--- src/rtl/rv32i_halt_monitor.sv ---
// rv32i_halt_monitor: detects the jal-self/nop idle loop of an RV32I core and counts fetches and cycles.
// Optional watchdog (TIMEOUT state, timeout_o) is built only when HALT_MON_WATCHDOG_EN is defined.
module rv32i_halt_monitor #(
   parameter int unsigned LOOP_COUNT = 5,
   parameter logic [31:0] WDT_CYCLES = 32'd1000,
   parameter logic [31:0] HALT_INST  = 32'h0000006F,
   parameter logic [31:0] NOP_INST   = 32'h00000013
) (
   input  logic        clk_i,
   input  logic        reset_i,
   input  logic        inst_valid_i,
   input  logic [31:0] inst_i,
   input  logic        clear_i,
   output logic        halt_o,
   output logic        timeout_o,
   output logic [7:0]  loop_cnt_o,
   output logic [31:0] inst_cnt_o,
   output logic [31:0] cycle_cnt_o
);
`ifdef HALT_MON_WATCHDOG_EN
   typedef enum logic [2:0] {IDLE, SEEN_J, SKIP, HALTED, TIMEOUT} state_t;
`else
   typedef enum logic [1:0] {IDLE, SEEN_J, SKIP, HALTED} state_t;
`endif
   state_t      state;
   logic        live, acc, is_j, is_n, hit;
   logic [7:0]  loop_inc;
   logic [31:0] cycle_nxt;
`ifdef HALT_MON_WATCHDOG_EN
   logic        wdt;
   assign live = state != HALTED && state != TIMEOUT;
   // halt detection wins over a watchdog expiry on the same edge
   assign wdt  = live && !hit && cycle_nxt >= WDT_CYCLES;
`else
   assign live = state != HALTED;
`endif
   assign acc       = inst_valid_i && live;
   assign is_j      = inst_i == HALT_INST;
   assign is_n      = inst_i == NOP_INST;
   assign loop_inc  = loop_cnt_o + 8'd1;
   assign hit       = state == SEEN_J && acc && is_n && loop_inc == 8'(LOOP_COUNT);
   assign cycle_nxt = cycle_cnt_o + {31'b0, ~&cycle_cnt_o};
   always_ff @(posedge clk_i or posedge reset_i) begin
      if (reset_i) begin
         state       <= IDLE;
         halt_o      <= 1'b0;
         timeout_o   <= 1'b0;
         loop_cnt_o  <= '0;
         inst_cnt_o  <= '0;
         cycle_cnt_o <= '0;
      end else if (clear_i) begin
         state       <= IDLE;
         halt_o      <= 1'b0;
         timeout_o   <= 1'b0;
         loop_cnt_o  <= '0;
         inst_cnt_o  <= '0;
         cycle_cnt_o <= '0;
      end else begin
         cycle_cnt_o <= cycle_nxt;
         if (acc) begin
            inst_cnt_o <= inst_cnt_o + {31'b0, ~&inst_cnt_o};
            case (state)
               IDLE:    if (is_j) state <= SEEN_J;
               SEEN_J:
                  if (is_n) begin
                     loop_cnt_o <= loop_inc;
                     state      <= hit ? HALTED : IDLE;
                     if (hit) halt_o <= 1'b1;
                  end else begin
                     loop_cnt_o <= '0;
                     state      <= SKIP;
                  end
               SKIP:    state <= IDLE;
               default: ;
            endcase
         end
`ifdef HALT_MON_WATCHDOG_EN
         if (wdt) begin
            state     <= TIMEOUT;
            timeout_o <= 1'b1;
         end
`endif
      end
   end
endmodule

--- config.mk ---
export PLATFORM = sky130hd
export DESIGN_NAME = rv32i_halt_monitor
export DESIGN_NICKNAME = d
export VERILOG_FILES = /design/src/rtl/rv32i_halt_monitor.sv
export SDC_FILE = /design/constraint.sdc
export NUM_CORES = 1
export LEC_CHECK = 0
export ABC_AREA = 1
export CAP_MARGIN = 10
export CORE_UTILIZATION = 45
export CTS_BUF_LIST = sky130_fd_sc_hd__clkbuf_8 sky130_fd_sc_hd__clkbuf_16
export DETAILED_ROUTE_END_ITERATION = 12
export HOLD_SLACK_MARGIN = 0.12
export PLACE_DENSITY_LB_ADDON = 0.08
export SLEW_MARGIN = 20
export SYNTH_ARGS = -nofsm -noshare
export SYNTH_HDL_FRONTEND = slang
export SYNTH_SLANG_ARGS = --single-unit
--- constraint.sdc ---
create_clock -name clk_i -period 3.1 [get_ports clk_i]
set_clock_uncertainty 0.15 [all_clocks]
set_input_delay 0.31 -clock clk_i [delete_from_list [all_inputs] [get_ports clk_i]]
set_output_delay 0.31 -clock clk_i [all_outputs]
set_load 0.02 [all_outputs]
* Word-level counts from Yosys, hierarchy flattened
Cells that the tools add are included.
** Cells by class
- Eq/ne operators :: 7
- Multiplexer cells :: 18
- Add/sub/neg operators :: 3
- Reduce and logical (&&, ||, !) cells :: 17
** Operator list (count)
- 2-to-1 mux 32 bit :: 3
- adder 32 x 1 -> 32 bit :: 2
- AND reduction 32 bit :: 2
- == test 32 x 5 -> 1 bit (second input constant) :: 1
- == test 32 x 7 -> 1 bit (second input constant) :: 1
- 2-to-1 mux 8 bit :: 4
- 2-to-1 mux 2 bit :: 5
- adder 8 x 1 -> 8 bit (second input constant) :: 1
- == test 8 x 3 -> 1 bit (second input constant) :: 1
- nonzero test 2 bit :: 4
- case mux 2 bit (3 select lines) :: 1
- 2-to-1 mux 1 bit :: 5
- logical AND 1 bit :: 4
- AND reduction 4 bit :: 1
- nonzero test 4 bit :: 1
- inequality test 3 bit (second input constant) :: 1
- AND reduction 3 bit :: 1
- == test 2 x 1 -> 1 bit (second input constant) :: 1
- == test 2 bit (second input constant) :: 1
- logical NOT 1 bit :: 2
- logical NOT 2 bit :: 1
- inequality test 2 bit (second input constant) :: 1
- AND reduction 2 bit :: 1
** Word-level totals
- Flip-flop bits (word level) :: 75
- Word-level logic and storage cells :: 50
- Bits of input ports :: 36
- Output and inout port bits :: 74

* Depth between registers and ports, before layout
- Depth in word-level cells :: 10
- Depth in mapped cells :: 19
- Depth with buffers taken out :: 19

* Worst setup path after synthesis
OpenSTA, ideal clock, no wires.
- Path kind :: flip-flop to flip-flop
- From :: register inst_cnt_o[4]
- To :: register inst_cnt_o[22]
- Setup slack :: 0.754 ns
- Arrival time :: 2.123 ns
- Setup time :: 0.073 ns
- Stages on the path, launching flop included :: 18
- Buffers on the path :: 0
- Data required time :: 2.877 ns
- Clock period less this slack :: 2.346 ns
- Cell sequence :: dfrtp_1 -> nand2_1 -> nor2_4 -> nand2_1 -> nor3_1 -> nand2_1 -> ha_1 -> nand2_2 -> clkinv_2 -> nand2_4 -> nor2_8 -> nand2_4 -> nor2_8 -> nand2_4 -> nor2_4 -> nand2_1 -> nand2_1 -> a21oi_2
** Between the ends
- Word-level cells in the longest chain between the ends :: 5
** RTL lines
- from (decl) :: line 17 : output logic [31:0] inst_cnt_o,
- from (signal assigned) :: line 61 : inst_cnt_o <= inst_cnt_o + {31'b0, ~&inst_cnt_o};
- AND reduction 32 bit :: line 61
- logical NOT 1 bit :: line 61
- adder 32 x 1 -> 32 bit * :: line 61
- 2-to-1 mux 32 bit * :: line 60 : if (acc) begin
- 2-to-1 mux 32 bit * :: line 51 : end else if (clear_i) begin
Every way passes the cells marked *; elsewhere a longest branch is shown, timed or not. The select of a mux whose other input is x is not followed.
A chain may end at the register's enable or synchronous reset.

* Worst setup path after layout
Same ends and word-level chain as after synthesis.

==> metrics.txt <==
run status completed; CP Cell Sequence nand2_1, nor2_4, nand2_1, nor3_1, nand2_1, ha_1, nand2_2, clkinv_2, nand2_4, nor2_8, nand2_4, nor2_8, nand2_4, nor2_4, nand2_1, nand2_1, a21oi_2; Synth top area share 0.391; #FFs+latches synth 75; Simple-Gate Fraction of Synth Area 0.367; Clock Path Buffers 2; crit share post-route 0.821; setup bufs post-CTS 0; CTS buffer count 9; syn_nets 732; Cells after Synth approximately 690; die width between 100 and 150 microns; CP Max Fanout 8; CP max-delay cell dfrtp_1; achievable frequency a little under 0.4 GHz; pin count of the biggest net entering global routing 39; number of cells on the critical path 17; slew margin rel. 0.463; Via Count around 4.8k; vias per cell approximately 5; Core Footprint slightly above 10000 sq um; Worst Setup Start Kind register; R2R depth 17; Layout Area Growth over Synthesis 28.9%; setup TNS 0 ns; Compound-Gate Fraction of Synth Area 0.0852; worst path bufs/invs 1; Overall Power 0.00193 W; Sink Count 75; post-synthesis sequential area ratio 0.391; number of routed nets with antenna violations 0; RSZ-0062 raised after global routing no; Yosys cell types 37; CTS resizes 0; Crit. End Element register; Ys Warns 0; initial antenna violation count 0; Starting Density 0.465; Avg Cell Area, Syn 7.00 sq um; commonest non-fill, non-tap cell in the layout nand2_1; total gr overflow 0; worst endpoint required time between 3 and 4 ns; Final Hold Viols 0; Hold Crit Class input pin to asynchronous set/reset pin; Routed WL 12900 microns; TritonRoute pass-1 iters 5; drc violations 0; share of cells above drive strength 1 0.0722; row count 37; H-Tree Depth 3; number of hold buffers added after CTS 0; Final #Nets about 850; max_cap viols 0; clock-pin slew on the worst setup and hold paths around 0.080 ns; Arrival @ worst endpoint roughly 2.7 ns; first-pass GRT wire length 21300 microns; Critical Path Most Common Cell nand2_1; leading area contributor after synthesis dfrtp_1; largest cells by area after synthesis dfrtp_1 39%, nand2_1 12%, inv_1 8.6%; Critical Path Max Stage Delay between 0.4 and 0.5 ns; Worst Tran Pin Value roughly 0.8 ns; Die Height between 100 and 150 microns; ant diodes 0; number of global-route vias before repair 4596; Top Ports 110; Post-synth EDFFs 0; largest family of logic cells by synthesized area simple AND/OR/NAND/NOR gates; clk_lat worst skew 0.35 ns; CTS tree yes; clk root buf clkbuf_8; Async SR Flop Fraction 1.00; initial drt markers 270; GPL Wtd Cong 0.933; GR Util All Layers 0.242; CP top delay family simple AND/OR/NAND/NOR gates; dpl hpwl between 9000 and 10000 microns; Leak roughly 2.7 nW; Max IR drop VDD between 200 and 250 uV; synthesized area roughly 4800 sq um; commonest non-fill, non-tap cells in the layout 149 x nand2_1, 110 x inv_1, 108 x clkdlybuf4s50_1; Port Buffers ~110; DIE AREA 11100 sq um; crit path time final around 2.5 ns; dominant synthesized flop cell dfrtp_1; Synth Area in Adders 0.0260; Synth Area in XOR/XNOR 0.0255; multiplexer share of the synthesized area 0; Slew Viols, Final 0; WS Path Type register to register; Power per Cell Area 312 nW/um^2; DR WL/cell 13.8 microns; endpoints failing setup 0
-- area by class of cell --
type	count	area, sq um
multi-input combinational	481	2430
fill	960	4130
sequential	75	1880
tap	136	170
clock inverter	5	23.8
inverter	121	459
clock buffer	9	124
timing repair buffer	112	1110
-- cell families after synthesis --
| group | count (synthesis) |
|---|---|
| adders and majority gates | 10 |
| DFF | 75 |
| AOI/OAI and AO/OA | 77 |
| other | 1 |
| xor gates and xnor gates | 14 |
| and+or+nand+nor | 379 |
| buffers and inverters | 130 |
-- power breakdown --
part	switching, W	internal [W]
Sequential	0.0000243	0.000996
Clock	0.000362	0.000273
Combinational	0.000165	0.000113
-- per-layer routing --
metal | wire length [microns] | vias up | GRT usage
li1 | - | 2408 | -
met1 | 5690 | 2196 | 0.308
met2 | 6210 | 158 | 0.399
met3 | 784 | 23 | 0.0489
met4 | 264 | 0 | 0.0996
met5 | 0 | - | 0
-- flip-flops by register name, summed over array words and instances (netlist names) --
name,cells
loop_cnt_o,8
state,2
halt_o,1
cycle_cnt_o,32
inst_cnt_o,32
-- metrics by stage --
| stage | area, sq um | utilization | hold slack (ns) | worst slack [ns] | std cells |
|---|---|---|---|---|---|
| final | 6190 | 0.600 | 0.274 | 0.555 | 939 |
| after global routing | 6190 | 0.600 | 0.363 | 0.295 | 939 |
| after CTS | 6190 | 0.600 | 0.308 | 0.554 | 939 |
| after detailed placement | 6040 | 0.585 | 0.362 | 0.598 | 925 |
| after global placement | 6040 | 0.585 | 0.344 | 0.671 | 925 |
| after floorplan | 4800 | - | 0.349 | 0.730 | 686 |
-- Yosys cell counts (2+ instances only) --
library cell	instances
o21ai_1	3
nor2_8	3
o21a_1	3
o21ai_0	31
inv_2	7
nor2_2	4
a31oi_1	5
clkbuf_1	3
nand3_1	33
and2_1	2
dfrtp_1	75
nor4_1	3
xnor2_1	3
a21oi_1	32
ha_1	10
nor3_2	7
nand2_1	149
inv_1	110
nor2_1	107
nor2_4	5
nand2_4	3
nor3_1	33
nand4_1	22
xor2_1	11
nand2_2	6
clkinv_2	2
buf_2	4
-- final timing paths --
path	from	to	slack (ns)
hold reg to reg	inst_cnt_o[13]	inst_cnt_o[13]	0.37
max in group asynchronous	reset_i	inst_cnt_o[18]	1.73
setup reg to reg	inst_cnt_o[4]	inst_cnt_o[22]	0.55
hold / removal	reset_i	cycle_cnt_o[24]	0.27
setup / recovery	inst_cnt_o[4]	inst_cnt_o[22]	0.55
min in group clk_i	inst_cnt_o[13]	inst_cnt_o[13]	0.37
No activity file was read; power rests on OpenSTA's default activity.
